File: config.mk
export PLATFORM = sky130hd
export DESIGN_NAME = irq_controller
export DESIGN_NICKNAME = d
export VERILOG_FILES = /design/src/rtl/irq_controller.sv
export SDC_FILE = /design/constraint.sdc
export NUM_CORES = 1
export LEC_CHECK = 0
export ABC_AREA = 1
export BUFFER_PORTS_ARGS = -buffer_cell sky130_fd_sc_hd__buf_2
export CAP_MARGIN = 30
export CORE_ASPECT_RATIO = 1.1
export CORE_MARGIN = 2
export CORE_UTILIZATION = 30
export CTS_BUF_LIST = sky130_fd_sc_hd__clkbuf_4
export DETAILED_ROUTE_END_ITERATION = 10
export PLACE_DENSITY = 0.51
export SYNTH_ARGS = -nofsm -noshare
export SYNTH_HDL_FRONTEND = slang
export SYNTH_SLANG_ARGS = --single-unit
export TNS_END_PERCENT = 50
File: constraint.sdc
create_clock -name CLK -period 1.1 [get_ports CLK]
set_input_delay 0.22 -clock CLK [delete_from_list [all_inputs] [get_ports CLK]]
set_output_delay 0.22 -clock CLK [all_outputs]
set_load 0.02 [all_outputs]
File: src/rtl/irq_controller.sv
// irq_controller: interrupt enable/flag registers, IME with EI delay,
// edge detection, priority selection and the CPU dispatch handshake.
//
// Ports:
//   CLK, RESET          clock, synchronous active-high reset
//   DL                  write data for IE / IF
//   Thingy_to_bot       IE write strobe (0xFFFF)
//   IF_wr               IF write strobe (0xFF0F)
//   IE_rd, IF_rd        read selects -> dout, dout_oe
//   irq_in              peripheral request levels (rising edge sets IF)
//   ei, di, m1          EI / DI executed, instruction boundary
//   int_pending         |(IE & IF), used for HALT wake
//   int_req             dispatch request to the sequencer
//   int_ack, vec_sample, vec_taken   dispatch handshake inputs
//   vector, vec_valid   dispatch vector and its valid flag
//
// Build option: define IRQ_DISPATCH_CANCEL_EN to resolve the vector at
// vec_sample (vector 0x00 with nothing cleared when nothing is pending);
// otherwise the index latched at int_ack is used.
module irq_controller #(
    parameter int unsigned NUM_IRQ  = 5,
    parameter logic [7:0]  VEC_BASE = 8'h40,
    parameter int unsigned VEC_STEP = 8
) (
    input  logic               CLK,
    input  logic               RESET,
    input  logic [7:0]         DL,
    input  logic               Thingy_to_bot,
    input  logic               IF_wr,
    input  logic               IE_rd,
    input  logic               IF_rd,
    output logic [7:0]         dout,
    output logic               dout_oe,
    input  logic [NUM_IRQ-1:0] irq_in,
    input  logic               ei,
    input  logic               di,
    input  logic               m1,
    output logic               int_pending,
    output logic               int_req,
    input  logic               int_ack,
    input  logic               vec_sample,
    output logic [7:0]         vector,
    output logic               vec_valid,
    input  logic               vec_taken
);
    localparam int unsigned IDX_W = (NUM_IRQ > 1) ? $clog2(NUM_IRQ) : 1;

    typedef enum logic [1:0] {
        IDLE = 2'd0,
        PUSH = 2'd1,
        VEC  = 2'd2
    } state_t;

    state_t             state, state_n;
    logic [7:0]         ie;
    logic [NUM_IRQ-1:0] if_q, if_n, irq_prev, pend;
    logic               ime, ime_n, ei_dly, ei_dly_n;
    logic [IDX_W-1:0]   top_idx, disp_idx;
    logic               top_found, disp_valid;
    logic [7:0]         vector_n, if_rd_val;
    logic               vec_valid_n, take_ack, take_sample;

    assign pend        = ie[NUM_IRQ-1:0] & if_q;
    assign int_pending = |pend;
    assign int_req     = ime & int_pending & (state == IDLE);
    assign dout_oe     = IE_rd | IF_rd;

    // Lowest set index wins.
    always_comb begin
        top_idx   = '0;
        top_found = 1'b0;
        for (int unsigned i = 0; i < NUM_IRQ; i++) begin
            if (pend[i] && !top_found) begin
                top_idx   = IDX_W'(i);
                top_found = 1'b1;
            end
        end
    end

`ifdef IRQ_DISPATCH_CANCEL_EN
    assign disp_idx   = top_idx;
    assign disp_valid = top_found;
`else
    logic [IDX_W-1:0] lat_idx;

    always_ff @(posedge CLK) begin
        if (RESET)
            lat_idx <= '0;
        else if (take_ack)
            lat_idx <= top_idx;
    end

    assign disp_idx   = lat_idx;
    assign disp_valid = 1'b1;
`endif

    always_comb begin
        state_n     = state;
        take_ack    = 1'b0;
        take_sample = 1'b0;
        vector_n    = vector;
        vec_valid_n = vec_valid;
        case (state)
            IDLE: if (int_ack && int_req) begin
                state_n  = PUSH;
                take_ack = 1'b1;
            end
            PUSH: if (vec_sample) begin
                state_n     = VEC;
                take_sample = 1'b1;
                vec_valid_n = 1'b1;
                vector_n    = disp_valid
                            ? 8'(32'(VEC_BASE) + 32'(disp_idx) * VEC_STEP)
                            : '0;
            end
            VEC: if (vec_taken) begin
                state_n     = IDLE;
                vec_valid_n = 1'b0;
            end
            default: state_n = IDLE;
        endcase
    end

    // Promotion precedes the dispatch clear; di overrides everything.
    always_comb begin
        ime_n    = ime;
        ei_dly_n = ei_dly;
        if (m1 && ei_dly) begin
            ime_n    = 1'b1;
            ei_dly_n = 1'b0;
        end
        if (take_ack)
            ime_n = 1'b0;
        if (ei)
            ei_dly_n = 1'b1;
        if (di) begin
            ime_n    = 1'b0;
            ei_dly_n = 1'b0;
        end
    end

    // Write, then dispatch clear, then edge set: a new edge is never lost.
    always_comb begin
        if_n = IF_wr ? DL[NUM_IRQ-1:0] : if_q;
        if (take_sample && disp_valid)
            if_n[disp_idx] = 1'b0;
        if_n = if_n | (irq_in & ~irq_prev);
    end

    always_comb begin
        if_rd_val              = '1;
        if_rd_val[NUM_IRQ-1:0] = if_q;
        if (IE_rd)
            dout = ie;
        else if (IF_rd)
            dout = if_rd_val;
        else
            dout = '0;
    end

    always_ff @(posedge CLK) begin
        if (RESET) begin
            state     <= IDLE;
            ie        <= '0;
            if_q      <= '0;
            irq_prev  <= '0;
            ime       <= 1'b0;
            ei_dly    <= 1'b0;
            vector    <= '0;
            vec_valid <= 1'b0;
        end else begin
            state     <= state_n;
            if (Thingy_to_bot)
                ie <= DL;
            if_q      <= if_n;
            irq_prev  <= irq_in;
            ime       <= ime_n;
            ei_dly    <= ei_dly_n;
            vector    <= vector_n;
            vec_valid <= vec_valid_n;
        end
    end
endmodule

==> metrics.md <==
| Metric | Value |
|---|---|
| Status | complete, but fails checks |
| Failing checks | setup timing |
| N_diodes | 0 |
| Maxcap violations | 0 |
| Synth Area in XOR/XNOR | 0 |
| Bufs on Longest Clock Path | 2 |
| Largest family of logic cells by synthesized area | simple AND/OR/NAND/NOR gates |
| Wire length on met2 | 1550 µm |
| Crit Path Max Fanout | 2 |
| Area of the multi-input gates | 722 µm² |
| HP Class | in -> reg |
| Non-Filler Instances | 307 |
| PnR Total Power | 0.00220 W |
| Post-Syn Area per Cell | 7.17 µm² |
| Worst-path clk slew | 0.09 ns |
| Max Fclk | 721 MHz |
| Layout Utilization | 0.467 |
| Tcrit/Tclk final | 1.26 |
| Clock skew | 0.00803 ns |
| RSZ-0062 raised after global routing | yes |
| Pwr/cell area | 1090 mW/mm² |
| Fill cell count | 469 |
| DIE HEIGHT | 74.5 µm |
| Worst vdd ir | 0.611 mV |
| Clock H-tree levels | 2 |
| R2R Path End | if_q[1] |
| Mapped cell area | 0.00136 mm² |
| Final HPWL from detailed placement | 2530 µm |
| Post-route DRC | 0 |
| Reg2reg setup slack | -0.15 ns |
| Worst setup margin | -0.288 ns |
| Setup TNS | -2.09 ns |
| Seq/Total Area, Yosys | 0.443 |
| Pre-Repair DR Iteration Count | 4 |
| Final hold vios | 0 |
| Setup Viol. Count Final | 22 |
| Total CTS buffers | 5 |
| Clk root buf | clkbuf_4 |
| Compound-cell area share of the yosys netlist | 0.154 |
| Reg-to-Reg Start | state[0] |
| DR top layer | met4 |
| Adder-Cell Fraction of Synth Area | 0 |
| R2r worst-path depth | 9 |
| Post-DRT Antenna Nets | 0 |
| Worst skew pair latency | 0.32 ns |
| Min-delay src | di |
| WL final | 3390 µm |
| Synthesized flop and latch total | 30 |
| Initial antenna violation count | 0 |
| Core Region | 0.00432 mm² |
| Synth Instances | 189 |
| Overflow after GRT | 0 |
| Number of global-route vias before repair | 1,281 |
| Hold WS | 0.0696 ns |
| Final max-slew violation count | 0 |
| Vias per cell | 4.50 |
| Crit path kind | reg -> out |
| Fin nets | 279 |
| Clock period minus worst slack | 1.39 ns |
| IO Pins | 45 |
| # hold bufs at CTS | 0 |
| WL/cell | 11.0 µm |
| GRT Total Usage | 0.148 |
| Die X | 68.1 µm |
| Placed cells | 294 |
| FP Rows | 25 |
| Met1 wire length | 1610 µm |
| Met3 WL | 192 µm |
| CP arrival | 1.17 ns |
| Clock tree from TritonCTS | yes |
| Global-route wire length before repair | 5530 µm |
| Commonest non-fill, non-tap cell in the layout | nand2_1 |
| Placer Congestion | 0.735 |
| Post-synthesis simple-gate area fraction | 0.295 |
| Initial Utilization | 0.314 |
| Most frequent cells in the layout | nand2_1, buf_2, inv_1, buf_6, nor2_1 |
| Count of cell types in the netlist | 28 |
| Crit end category | output port |
| Syn-to-layout area delta | 48.7% |
| Yosys warning count | 0 |
| P_leak | 0.969 nW |
| Sequential cell area | 622 µm² |
| DRT iter0 DRCs | 32 |
| Crit start category | flip-flop |
| Share of layout cells above drive strength 1 | 0.482 |
| Worst Hold Depth | 2 |
| CP required | 0.88 ns |
| Die area | 0.00507 mm² |
| PortBufs | 40 |
| Largest net degree at the start of global routing | 11 |
| Clock sink count | 30 |
| Total number of vias | 1,383 |
| Mux share of post-synthesis cell area | 0 |
| Worst hold endpoint | ei_dly |
layer usage:
metal / track usage / vias to the layer above
met5: 0 / -
met4: 0.0689 / 0
met3: 0.0439 / 5
met2: 0.231 / 34
met1: 0.186 / 617
li1: - / 727
worst max-delay path, stage by stage (launching register included):
cell	delay [ns]
dfxtp_4	0.36
nor3_4	0.17
a21boi_2	0.20
buf_6	0.13
cell families (layout without fill, tap and decap cells):
logic type             count (synthesis)  count (layout)
AO/OA/AOI/OAI                         39              39
flip-flops                            30              30
buffers and inverters                 33              94
other                                  1               4
AND/OR/NAND/NOR                       86              86
repair_timing:
item | CTS | global route
pin swaps | 4 | 11
endpoints found under the setup margin | 11 | 24
cloned | 0 | 0
setup buffers | 3 | 5
resized for setup | 42 | 33
sequential cells by signal, indices dropped and copies added, names as in the netlist:
| signal | count |
|---|---|
| disp_idx | 3 |
| ei_dly | 1 |
| ie | 8 |
| if_q | 5 |
| ime | 1 |
| irq_prev | 5 |
| state | 2 |
| vec_valid | 1 |
| vector | 4 |
layout make-up:
| class | count | share of cell area |
|---|---|---|
| Multi-Input combinational cell | 129 | 0.358 |
| Sequential cell | 30 | 0.309 |
| Timing Repair Buffer | 63 | 0.231 |
| Inverter | 25 | 0.0478 |
| Tap cell | 54 | 0.0335 |
| Clock buffer | 5 | 0.0186 |
| Clock inverter | 1 | 0.00186 |
how the worst max path moves through the flow:
stage | start | to | slack [ns]
final | state[1] | int_req | -0.29
after global routing | state[1] | int_req | -0.36
after CTS | state[1] | int_req | -0.30
after detailed placement | IE_rd | dout[1] | -0.05
after global placement | IE_rd | dout[1] | -0.06
after floorplan | IE_rd | dout[0] | -0.02
power breakdown:
part	internal [W]	switching, W
clock	0.000218	0.000340
sequential	0.00114	0.0000302
combinational	0.000217	0.000252
total	0.00158	0.000622
synth_stat cells (all sizes together):
cell    count  area share
nand2      45        0.13
dfxtp      30        0.44
inv        25       0.069
nor2       23       0.078
o21ai      21       0.078
a21oi      13       0.051
nand3      12       0.048
buf         7       0.032
a21boi      2       0.011
nand4       2      0.0092
nor3        2       0.016
o22ai       2      0.0092
clkbuf      1      0.0028
conb        1      0.0028
nand3b      1      0.0055
o21a        1      0.0055
or2         1      0.0046
stage by stage:
step | worst slack (ns) | cell area [µm²]
finish | -0.288 | 2010
global route | -0.363 | 2010
CTS | -0.301 | 1880
detailed placement | -0.0524 | 1710
global placement | -0.0611 | 1710
floorplan | -0.0220 | 1370
Power figures use the tool's default switching activity.
